===== src/rtl/ibex_counter_bank.sv =====
`timescale 1ns/1ps
// ibex_counter_bank: memory-mapped bank of 32-bit event counters with enable, sticky overflow and overflow interrupt.
// Ports: clk_i/rst_i (async active-high reset); counter_req_i/gnt_o/rvalid_o/we_i/addr_i/wdata_i/rdata_o/err_o
// form a req/gnt bus with one-cycle response; event_i[i] increments counter i when enabled; ovf_irq_o is the
// overflow interrupt. Define IBEX_COUNTER_BANK_OVF_IRQ_EN to implement the OVF register and ovf_irq_o.
module ibex_counter_bank #(
  parameter int unsigned NUM_COUNTERS = 8,
  parameter logic [31:0] BASE_ADDR    = 32'h0002_0000
) (
  input  logic                    clk_i,
  input  logic                    rst_i,
  input  logic                    counter_req_i,
  output logic                    counter_gnt_o,
  output logic                    counter_rvalid_o,
  input  logic                    counter_we_i,
  input  logic [31:0]             counter_addr_i,
  input  logic [31:0]             counter_wdata_i,
  output logic [31:0]             counter_rdata_o,
  output logic                    counter_err_o,
  input  logic [NUM_COUNTERS-1:0] event_i,
  output logic                    ovf_irq_o
);
  typedef enum logic {IDLE, RESP} state_e;
  state_e                  state_q, state_d;
  logic                    gnt;
  logic [31:0]             cnt_q [NUM_COUNTERS];
  logic [31:0]             cnt_d [NUM_COUNTERS];
  logic [NUM_COUNTERS-1:0] ctrl_q, ctrl_d, ovf_q, inc, wr_cnt;
  logic [31:0]             rdata_q, rdata_d, cnt_rd, rd_val;
  logic                    err_q, err_d;
  logic [7:0]              off;
  logic [4:0]              idx;
  logic                    hit, is_cnt, is_ctrl, is_ovf, dec_err, wr_ok;
  assign off     = counter_addr_i[7:0];
  assign idx     = off[6:2];
  assign hit     = counter_addr_i[31:8] == BASE_ADDR[31:8];
  assign is_cnt  = hit && !off[7] && off[1:0] == 2'b00 && 6'(idx) < 6'(NUM_COUNTERS);
  assign is_ctrl = hit && off == 8'h80;
  assign is_ovf  = hit && off == 8'h84;
  assign dec_err = !(is_cnt || is_ctrl || is_ovf);
  assign wr_ok   = gnt && counter_we_i && !dec_err;
  always_ff @(posedge clk_i or posedge rst_i) begin
    if (rst_i) state_q <= IDLE;
    else       state_q <= state_d;
  end
  always_comb state_d = gnt ? RESP : IDLE;
  always_comb begin
    gnt              = counter_req_i && !rst_i;
    counter_gnt_o    = gnt;
    counter_rvalid_o = state_q == RESP;
    counter_rdata_o  = rdata_q;
    counter_err_o    = err_q;
  end
  // Read data is taken from the current register values, i.e. before this cycle's increment.
  always_comb begin
    cnt_rd = '0;
    for (int i = 0; i < NUM_COUNTERS; i++) if (idx == 5'(i)) cnt_rd = cnt_q[i];
    rd_val  = is_cnt ? cnt_rd : is_ctrl ? 32'(ctrl_q) : is_ovf ? 32'(ovf_q) : '0;
    rdata_d = gnt ? ((counter_we_i || dec_err) ? '0 : rd_val) : rdata_q;
    err_d   = gnt ? dec_err : err_q;
  end
  // A bus write to a counter takes priority over its increment in the same cycle.
  always_comb begin
    inc    = '0;
    wr_cnt = '0;
    for (int i = 0; i < NUM_COUNTERS; i++) begin
      inc[i]    = event_i[i] && ctrl_q[i];
      wr_cnt[i] = wr_ok && is_cnt && idx == 5'(i);
      cnt_d[i]  = wr_cnt[i] ? counter_wdata_i : cnt_q[i] + 32'(inc[i]);
    end
    ctrl_d = (wr_ok && is_ctrl) ? counter_wdata_i[NUM_COUNTERS-1:0] : ctrl_q;
  end
  always_ff @(posedge clk_i or posedge rst_i) begin
    if (rst_i) begin
      for (int i = 0; i < NUM_COUNTERS; i++) cnt_q[i] <= '0;
      ctrl_q  <= '0;
      rdata_q <= '0;
      err_q   <= 1'b0;
    end else begin
      cnt_q   <= cnt_d;
      ctrl_q  <= ctrl_d;
      rdata_q <= rdata_d;
      err_q   <= err_d;
    end
  end
`ifdef IBEX_COUNTER_BANK_OVF_IRQ_EN
  logic [NUM_COUNTERS-1:0] ovf_set, ovf_clr, ovf_d;
  logic                    irq_q;
  // A new overflow beats a coincident write-1-to-clear, so the event is never lost.
  always_comb begin
    ovf_set = '0;
    for (int i = 0; i < NUM_COUNTERS; i++) ovf_set[i] = inc[i] && !wr_cnt[i] && &cnt_q[i];
    ovf_clr = (wr_ok && is_ovf) ? counter_wdata_i[NUM_COUNTERS-1:0] : '0;
    ovf_d   = (ovf_q & ~ovf_clr) | ovf_set;
  end
  always_ff @(posedge clk_i or posedge rst_i) begin
    if (rst_i) begin
      ovf_q <= '0;
      irq_q <= 1'b0;
    end else begin
      ovf_q <= ovf_d;
      irq_q <= |ovf_q;
    end
  end
  assign ovf_irq_o = irq_q;
`else
  assign ovf_q     = '0;
  assign ovf_irq_o = 1'b0;
`endif
endmodule


===== config.mk =====
export PLATFORM = sky130hd
export DESIGN_NAME = ibex_counter_bank
export DESIGN_NICKNAME = d
export VERILOG_FILES = /design/src/rtl/ibex_counter_bank.sv
export SDC_FILE = /design/constraint.sdc
export NUM_CORES = 1
export LEC_CHECK = 0
export BUFFER_PORTS_ARGS = -buffer_cell sky130_fd_sc_hd__buf_2
export CAP_MARGIN = 15
export CORE_UTILIZATION = 39
export CTS_BUF_LIST = sky130_fd_sc_hd__clkbuf_8
export CTS_CLUSTER_DIAMETER = 80
export DETAILED_ROUTE_END_ITERATION = 12
export PLACE_DENSITY = 0.62
export SYNTH_ARGS = -nofsm -noshare
export SYNTH_HDL_FRONTEND = slang
export SYNTH_SLANG_ARGS = --single-unit

===== constraint.sdc =====
create_clock -name clk_i -period 12.4 [get_ports clk_i]
set_input_delay 0.62 -clock clk_i [delete_from_list [all_inputs] [get_ports clk_i]]
set_output_delay 0.62 -clock clk_i [all_outputs]
set_load 0.005 [all_outputs]

==> summary.txt <==
status - finished clean
Area Overhead vs Synth - 10.60%
Worst R2R Setup Slack - 9490 ps
Worst Path Arrival - 3940 ps
crit path max fanout - 62
most common cell after layout, fill and taps aside - dfrtp_1
post-route insts no fill - 2,757
number of global-route vias before repair - 15,610
synthesis warning total - 0
Die Ht - 217.0 um
post-synthesis xor/xnor area fraction - 11.52%
Mapped Area - 18,030 sq um
Initial DRT Pass Iterations - 7
EDFF count, synth - 0
Slew Limit Fails - 0
area leader, netlist - dfrtp_1
Final Wtd Congestion - 0.9984
Worst path max stage delay - 760 ps
clock buffer depth - 3
CTS tree - done
Pint - 1.466 mW
Hold-fix buffers, CTS - 0
Critical Path Source Type - primary input
worst hold slack - 84.09 ps
RSZ-0062 raised after global routing - false
Antenna Nets Post-Route - 0
WP buf/inv - 3
Post-route DRC - 0
mux cell area share after synthesis - 4.019%
complex-gate fraction of the synthesized area - 13.69%
Critical Path Sink Type - flip-flop
Max Cap Viol - 0
Synth Area per Inst - 8.683 sq um
postcts setup bufs - 0
Crit path max-delay family - simple AND/OR/NAND/NOR gates
first-pass GRT wire length - 96.85 mm
DR vias - 16,280
Psw - 0.5276 mW
Max-slew headroom - 21.41%
placed cell count - 2,663
Slew @ Worst Pin - 1179 ps
clock slew at reported path FFs - 60 ps
# H-tree levels - 2
top_reg_cell synth - dfrtp_1
Final Critical Period - 3402 ps
post-synth top area share - 41.37%
Core Area - 45,480 sq um
1st-iter DRT viols - 1,567
Port Buffer Count - 110
Pwr Total - 1.994 mW
largest net degree at the start of global routing - 182
Clk Latency, worst-skew pair - 660 ps
diode count - 0
total negative setup slack - 0 ps
CP most frequent cell - buf_4
total CTS buffers - 54
Worst VDD drop - 0.00005547 V
die span in x - 217.0 um
vias per cell - 5.905
Worst Setup SP - counter_addr_i[4]
Seq cells post-synth - 298
synth top area cells - dfrtp_1 (41%), xor2_1 (7.0%), a21oi_1 (5.3%)
fin nets - 2,211
post-cts resize count - 0
Sw Ratio - 26.46%
# IOs - 112
hpwl dp - 45.61 mm
Synth cell types - 69
clock sink count - 298
RR Startpoint - ctrl_q[5]$_DFFE_PP0P_
Synth Net Count - 2,168
Initial Utilization - 39.64%
critical-path cell list - buf_2 -> buf_4 -> nor4bb_1 -> nand2_1 -> nor4_4 -> buf_4 -> mux2_2
overflow left after global routing - 0
initial antenna violation count - 1
Lkg Pwr - 8.565 nW
crit share post-route - 27.44%
Final Setup Violations - 0
Fin. Hold Viols - 0
WS Path Type - in -> reg
Clock Skews - 30.16 ps
Pwr per Cell Area - 100.0 nW/um^2
asr flop ratio synth - 100.0%
DIE AREA - 47,080 sq um
Seq pwr share - 48.8%
worst hold path type - in -> async
CP required - 12,940 ps
WL/cell - 23.02 um
FP Rows - 78
combinational power share - 5.9%
Cells after Synth - 2,076
GR Util All Layers - 27.06%
main combinational cell family by area after synthesis - simple AND/OR/NAND/NOR gates
simple-gate portion of the synthesized area - 24.42%
final WL - 63.46 mm
Fmax - 293.9 MHz
register area share after synthesis - 41.37%
Final Core Density - 43.84%
most frequent cells in the layout - dfrtp_1 (298), nor2_1 (250), nand2_1 (193)
adder-cell share of the synthesized area - 1.111%
Clock Power Share - 45.3%
layout cells sized above 1 - 11.59%
CTS root buf - clkbuf_8
crit path max-delay cell type - nand2_1
==> per-stage QoR <==
step,area (sq um),worst slack [ps]
6_report,19940,8998
5_1_grt,19940,8669
4_1_cts,19940,8990
3_5_place_dp,18920,8293
3_3_place_gp,18920,8453
2_1_floorplan,18030,3547
==> state kept, by name (all words and copies together), names as in the netlist <==
signal / count
counter_rvalid_o: 1
cnt_q: 256
ctrl_q: 8
counter_rdata_o: 32
counter_err_o: 1
==> synth_stat cells (6+ instances only) <==
library cell,number
dfrtp_1,298
a21oi_1,190
mux2_2,25
xnor2_1,92
a2bb2oi_1,7
o31ai_1,17
a31oi_1,9
clkbuf_1,105
ha_1,16
xor2_1,145
mux4_2,9
nand2b_1,9
and3_1,45
clkbuf_2,21
a221oi_1,17
nor4_1,41
and2_1,19
a22oi_1,14
nand3_1,99
or4_1,9
o22a_1,6
inv_1,28
o21ai_0,87
buf_2,9
nor3_1,41
nand2_1,193
nor2b_1,12
o22ai_1,11
and4_1,28
nand4_1,106
o221ai_1,11
nor2_1,250
mux2i_1,24
==> final cells by class <==
class	count	area (sq um)
repair buffers	129	705.7
well taps	600	750.7
fillers	4573	25540
clock inverters	29	117.6
inverters	30	120.1
clock buffers	65	894.6
multi-input cells	1606	9891
flip-flops and latches	298	7457
==> per-layer routing <==
| metal | wire [um] | share of wire (%) | GRT usage, % |
|---|---|---|---|
| met5 | 0 | 0 | 0 |
| met4 | 1710 | 2.7 | 8.286 |
| met3 | 5838 | 9.2 | 5.227 |
| met2 | 27680 | 44 | 40.03 |
| met1 | 28240 | 44 | 39.62 |
==> power by group through the flow <==
| stage | Sequential, mW | Clock [mW] | Combinational (mW) |
|---|---|---|---|
| 2_1_floorplan | 0.991 | 0 | 0.0610 |
| 3_3_place_gp | 0.990 | 0 | 0.114 |
| 3_5_place_dp | 0.990 | 0 | 0.114 |
| 4_1_cts | 0.973 | 0.920 | 0.115 |
| 5_1_grt | 0.973 | 0.963 | 0.124 |
| 6_report | 0.973 | 0.904 | 0.117 |
==> final timing paths <==
| check | end | cells past startpoint |
|---|---|---|
| max | cnt_q[1]$_DFF_PP0_ | 7 |
| max in group asynchronous | cnt_q[252]$_DFF_PP0_ | 3 |
| min | counter_rdata_o[5]$_DFFE_PP0P_ | 2 |
| max reg2reg | cnt_q[86]$_DFF_PP0_ | 8 |
| min in group clk_i | cnt_q[28]$_DFF_PP0_ | 3 |
| min reg2reg | counter_rdata_o[24]$_DFFE_PP0P_ | 2 |
==> cells by family (layout without fill, tap and decap cells) <==
family,Yosys count,after routing
adder cells (fa/ha/maj),16,16
buffers and inverters,172,253
multiplexers,58,58
XOR/XNOR,237,237
flip-flops,298,298
AO/OA/AOI/OAI,413,413
other,1,1
AND/OR/NAND/NOR,881,881
Power figures use the tool's default switching activity.
